## src/rtl/shared_port_arbiter_pkg.sv

```systemverilog
// rtl/shared_port_arbiter_pkg.sv - shared types and defaults for the two-port round-robin arbiter
package shared_port_arbiter_pkg;

  typedef enum logic [1:0] {
    ST_IDLE = 2'd0,
    ST_OWN0 = 2'd1,
    ST_OWN1 = 2'd2
  } arb_state_e;

  localparam int TIMEOUT_DEFAULT = 16;
  localparam int CNT_W_DEFAULT   = 5;

endpackage

```

## src/rtl/shared_port_arbiter_timeout.sv

```systemverilog
// rtl/shared_port_arbiter_timeout.sv - grant-duration counter with terminal-count flag
module arb_timeout_counter
  import shared_port_arbiter_pkg::*;
#(
  parameter int TIMEOUT = TIMEOUT_DEFAULT,
  parameter int CNT_W   = CNT_W_DEFAULT
) (
  input  logic clk,
  input  logic rst_n,
  input  logic clr,
  input  logic en,
  output logic tc
);

  logic [CNT_W-1:0] cnt;

  // Clear wins over enable so every fresh grant starts counting from zero.
  always_ff @(posedge clk or negedge rst_n) begin
    if (!rst_n) begin
      cnt <= '0;
    end else if (clr) begin
      cnt <= '0;
    end else if (en) begin
      cnt <= cnt + 1'b1;
    end
  end

  // Terminal count marks the last cycle a grant may stay open.
  always_comb begin
    tc = (cnt == CNT_W'(TIMEOUT - 1));
  end

endmodule

```

## src/rtl/shared_port_arbiter.sv

```systemverilog
// rtl/shared_port_arbiter.sv - two-requester round-robin arbiter with per-grant timeout
module shared_port_arbiter
  import shared_port_arbiter_pkg::*;
#(
  parameter int TIMEOUT = TIMEOUT_DEFAULT,
  parameter int CNT_W   = CNT_W_DEFAULT
) (
  input  logic clk,
  input  logic rst_n,
  input  logic req0,
  input  logic req1,
  input  logic done,
  output logic gnt0,
  output logic gnt1,
  output logic sel,
  output logic active,
  output logic timeout_err
);

  arb_state_e state_q;
  arb_state_e state_d;
  logic       last_served_q;
  logic       last_served_d;
  logic       timeout_err_d;
  logic       sel_d;
  logic       cnt_clr;
  logic       cnt_en;
  logic       tc;

  arb_timeout_counter #(
    .TIMEOUT (TIMEOUT),
    .CNT_W   (CNT_W)
  ) u_timeout (
    .clk   (clk),
    .rst_n (rst_n),
    .clr   (cnt_clr),
    .en    (cnt_en),
    .tc    (tc)
  );

  // Next-state decode: round-robin tie break in IDLE, release/handover while owning.
  always_comb begin
    state_d       = state_q;
    last_served_d = last_served_q;
    timeout_err_d = 1'b0;
    cnt_clr       = 1'b0;
    cnt_en        = 1'b0;
    case (state_q)
      ST_IDLE: begin
        if (req0 && req1) begin
          state_d = last_served_q ? ST_OWN0 : ST_OWN1;
        end else if (req0) begin
          state_d = ST_OWN0;
        end else if (req1) begin
          state_d = ST_OWN1;
        end
        cnt_clr = (state_d != ST_IDLE);
      end
      ST_OWN0: begin
        if (done || !req0 || tc) begin
          last_served_d = 1'b0;
          // A done or an abandon in the terminal cycle is a normal release.
          timeout_err_d = tc && !done && req0;
          cnt_clr       = 1'b1;
          if (req1) begin
            state_d = ST_OWN1;
          end else if (done && req0) begin
            state_d = ST_OWN0;
          end else begin
            state_d = ST_IDLE;
          end
        end else begin
          cnt_en = 1'b1;
        end
      end
      ST_OWN1: begin
        if (done || !req1 || tc) begin
          last_served_d = 1'b1;
          timeout_err_d = tc && !done && req1;
          cnt_clr       = 1'b1;
          if (req0) begin
            state_d = ST_OWN0;
          end else if (done && req1) begin
            state_d = ST_OWN1;
          end else begin
            state_d = ST_IDLE;
          end
        end else begin
          cnt_en = 1'b1;
        end
      end
      default: begin
        state_d = ST_IDLE;
        cnt_clr = 1'b1;
      end
    endcase
  end

  // Mux select follows the owner and holds its last value while idle.
  always_comb begin
    sel_d = sel;
    if (state_d == ST_OWN1) begin
      sel_d = 1'b1;
    end else if (state_d == ST_OWN0) begin
      sel_d = 1'b0;
    end
  end

  // State, round-robin pointer and all outputs are registered together.
  always_ff @(posedge clk or negedge rst_n) begin
    if (!rst_n) begin
      state_q       <= ST_IDLE;
      last_served_q <= 1'b1;
      gnt0          <= 1'b0;
      gnt1          <= 1'b0;
      sel           <= 1'b0;
      active        <= 1'b0;
      timeout_err   <= 1'b0;
    end else begin
      state_q       <= state_d;
      last_served_q <= last_served_d;
      gnt0          <= (state_d == ST_OWN0);
      gnt1          <= (state_d == ST_OWN1);
      sel           <= sel_d;
      active        <= (state_d != ST_IDLE);
      timeout_err   <= timeout_err_d;
    end
  end

endmodule

```

## config.mk

```make
export PLATFORM = sky130hd
export DESIGN_NAME = shared_port_arbiter
export DESIGN_NICKNAME = d
export VERILOG_FILES = /design/src/rtl/shared_port_arbiter_pkg.sv /design/src/rtl/shared_port_arbiter_timeout.sv /design/src/rtl/shared_port_arbiter.sv
export SDC_FILE = /design/constraint.sdc
export NUM_CORES = 1
export LEC_CHECK = 0
export ABC_AREA = 1
export BUFFER_PORTS_ARGS = -buffer_cell sky130_fd_sc_hd__buf_2
export CAP_MARGIN = 20
export CELL_PAD_IN_SITES_DETAIL_PLACEMENT = 1
export CELL_PAD_IN_SITES_GLOBAL_PLACEMENT = 1
export CORE_ASPECT_RATIO = 0.75
export CORE_MARGIN = 3
export CORE_UTILIZATION = 45
export DETAILED_ROUTE_END_ITERATION = 10
export PLACE_DENSITY = 0.94
export SLEW_MARGIN = 20
export SYNTH_ARGS = -nofsm -noshare
export SYNTH_HDL_FRONTEND = slang
export SYNTH_SLANG_ARGS = --single-unit
export TNS_END_PERCENT = 10
```

## constraint.sdc

```tcl
create_clock -name clk -period 3.2 [get_ports clk]
set_input_delay 0.16 -clock clk [delete_from_list [all_inputs] [get_ports clk]]
set_output_delay 0.16 -clock clk [all_outputs]
set_load 0.02 [all_outputs]
```

==> reports/metrics.yaml <==
critical_path:
  r2r_end: "sel"
  endpoint_kind: "flip-flop"
  cpMaxStageDelayCell: "dfrtp_1"
  critPathMaxFanout: 4
  reg2regPathDepth: 12
  worstPathCellList: "ha_1 -> nand2_1 -> nor2_1 -> ha_1 -> inv_1 -> nand3_1 -> o21ai_0 -> nand2_1 -> nand3_1 -> nand2_1 -> ha_1 -> mux2_2"
  cp.required_ns: 3.37
  slowest_delay_ns: 0.42
  crit_type: "reg2reg"
  arrival_ns: 2.59
  r2r_start: "u_timeout.cnt[0]"
  rrSetupSlack_ns: 0.78
  start_kind: "flip-flop"
clock_network:
  cts.sinks: 13
  cts_resized: 0
  cts_htree_levels: 1
  root_buffer: "clkbuf_4"
  ctsLongestPathBuffers: 2
  cts_setup_buffers: 0
  cts_tree: "done"
  clk_pin_slew_ns: 0.08
  holdBufCountCts: 1
  clk_latency_ns: 0.28
  cts_made_buffers: 3
route:
  drt-total-wl_mm: 2.06
  wl_per_cell_um: 13.8
  drtIter0Drc: 16
  vias_per_cell: 5.41
  ant_nets: 0
  drt_pre_antenna_iters: 4
  num_vias: 806
  drc: 0
power:
  comb_power_share_pct: 54.9
  switchingPower_mw: 0.356
  irDropWorstVdd_mv: 0.433
  power.internal_mw: 0.396
  power_density_nw_per_um2: 746
  pwr-share-seq_pct: 31.5
  switching_share_pct: 47.3
  leakagePower_nw: 0.530
  clkPwrFrac_pct: 13.6
worst_hold_path:
  min_to: "timeout_err"
  holdCritPathClass: "in2reg"
  hold_start: "req0"
  min_path_cells: 3
die:
  die_h_um: 45.0
  die_area_sq_um: 2610
  start_util_pct: 50.1
  coreArea_sq_um: 1820
  pin_count: 10
  die_w_um: 58.0
  row_count: 13
timing:
  hold_viol_final: 0
  min_period_over_period_pct: 75.5
  drv_slew: 0
  setup_viol: 0
  slew_headroom_pct: 77.1
  grt_setup_unrepaired: "false"
  setup_ws_ns: 0.783
  min_period_ns: 2.42
  clock.fmax_mhz: 414
  tightest_slew_ns: 0.344
  fin_setup_tns_ns: 0
  fin_worst_skew_ns: 0.00198
run:
  cap_violations: 0
yosys:
  ys_types: 20
  ys_ff_latch: 13
  syn_nets: 131
  syn_inst: 116
  synth.avg_cell_area_sq_um: 7.86
  yosysWarningCount: 0
  syn_area_sq_um: 912
  ys_seq_area_share_pct: 35.8
placed_design:
  place_congestion: 0.876
  port-buffer-count: 9
  hpwl_mm: 1.62
  place_area_sq_um: 970
  dpl_worst_slack_ns: 0.801
cells_and_area:
  drive_gt1_share_pct: 22.0
  fin_area_sq_um: 1010
  num_antenna_cells: 0
  fin_nets: 143
  areaGrowthSynthToFinish_pct: 10.4
outcome:
  status: "completed"
grt:
  antenna_found_initial: 0
  grt_pass1_vias: 767
  gr-total-overflow: 0
  grt_usage_pct: 18.0
  grt_max_degree: 14
  grt_pass1_wl_mm: 3.44
==> power by group through the flow <==
| stage | logic, mW | clock network [mW] | registers (mW) |
|---|---|---|---|
| CTS | 0.415 | 0.106 | 0.237 |
| global route | 0.470 | 0.113 | 0.244 |
| floorplan | 0.287 | 0 | 0.261 |
| global placement | 0.396 | 0 | 0.239 |
| detailed placement | 0.412 | 0 | 0.240 |
| finish | 0.413 | 0.102 | 0.236 |
==> synthesized netlist by cell type <==
cell type,count,area [sq um]
inv_2,3,11.3
nand3_2,3,30.0
nor2_1,2,7.51
mux2_2,1,11.3
nand2_2,1,6.26
dfrtp_1,12,300
nand2_4,1,11.3
inv_1,18,67.6
o21ai_0,3,15.0
buf_2,3,15.0
ha_1,10,125
nor2_2,3,18.8
nand3_1,16,80.1
nor2_4,1,11.3
a21oi_1,6,30.0
nand4_2,1,12.5
nand2_1,25,93.8
nand4_1,5,31.3
nand3b_1,1,7.51
dfstp_2,1,26.3
==> worst max-delay path: cells and delay by family, from the launching register on <==
kind                       cells  cell delay (ns)
DFF                            1             0.42
adders and majority gates      3             0.72
muxes                          1             0.32
buffers and inverters          1             0.12
AOI/OAI and AO/OA              1             0.20
and+or+nand+nor                6             0.52
==> metrics by stage <==
step           power, mW  utilization [%]  cells  hold slack [ns]
2_1_floorplan      0.548                -    116           -0.136
3_3_place_gp       0.635             53.2    144           0.0562
3_5_place_dp       0.652             53.2    144           0.0603
4_1_cts            0.759             55.3    149            0.205
5_1_grt            0.827             55.3    149            0.216
6_report           0.752             55.3    149            0.204
==> state kept, by name, indices dropped and copies added (netlist names) <==
name           cells
gnt1               1
sel                1
u_timeout.cnt      5
last_served_q      1
state_q            2
timeout_err        1
active             1
gnt0               1
==> logic make-up after synthesis <==
group | after synthesis | share of synthesized area, %
compound gates | 9 | 4.94
fa+ha+maj | 10 | 13.7
buf+inv | 24 | 10.3
flops | 13 | 35.8
mux | 1 | 1.23
simple gates | 59 | 34.0
==> final cells by class <==
class	instances	area, sq um
repair buffers	10	55.1
inverters	21	78.8
well taps	22	27.5
multi-input cells	79	492
clock buffers	3	22.5
fillers	232	815
clock inverters	1	5.00
flip-flops and latches	13	327
==> how the worst max path moves through the flow <==
stage | slack (ns) | cells after the start | start | endpoint
after floorplan | 1.03 | 12 | u_timeout.cnt[0] | sel
after global placement | 0.93 | 12 | u_timeout.cnt[0] | sel
after detailed placement | 0.80 | 12 | u_timeout.cnt[0] | sel
after CTS | 0.80 | 12 | u_timeout.cnt[0] | sel
after global routing | 0.61 | 12 | u_timeout.cnt[0] | sel
final | 0.78 | 12 | u_timeout.cnt[0] | sel
==> per-layer routing <==
| metal | share of wire, % | wire, um | global-route usage (%) | vias up |
|---|---|---|---|---|
| met5 | 0 | 0 | 0 | - |
| met4 | 0.44 | 9 | 4.17 | 0 |
| met3 | 4.6 | 94 | 6.29 | 2 |
| met2 | 48 | 991 | 29.7 | 12 |
| met1 | 47 | 966 | 22.8 | 398 |
| li1 | - | - | - | 394 |
==> cells in the final DEF, fill, tap and decap left out, types with 5 or more instances in the layout <==
| cell | count |
|---|---|
| ha_1 | 10 |
| a21oi_1 | 6 |
| nand2_1 | 25 |
| dfrtp_1 | 12 |
| nand3_1 | 16 |
| nand4_1 | 5 |
| inv_1 | 18 |
| buf_2 | 9 |
Note: power is estimated with default switching activity, not from simulation.
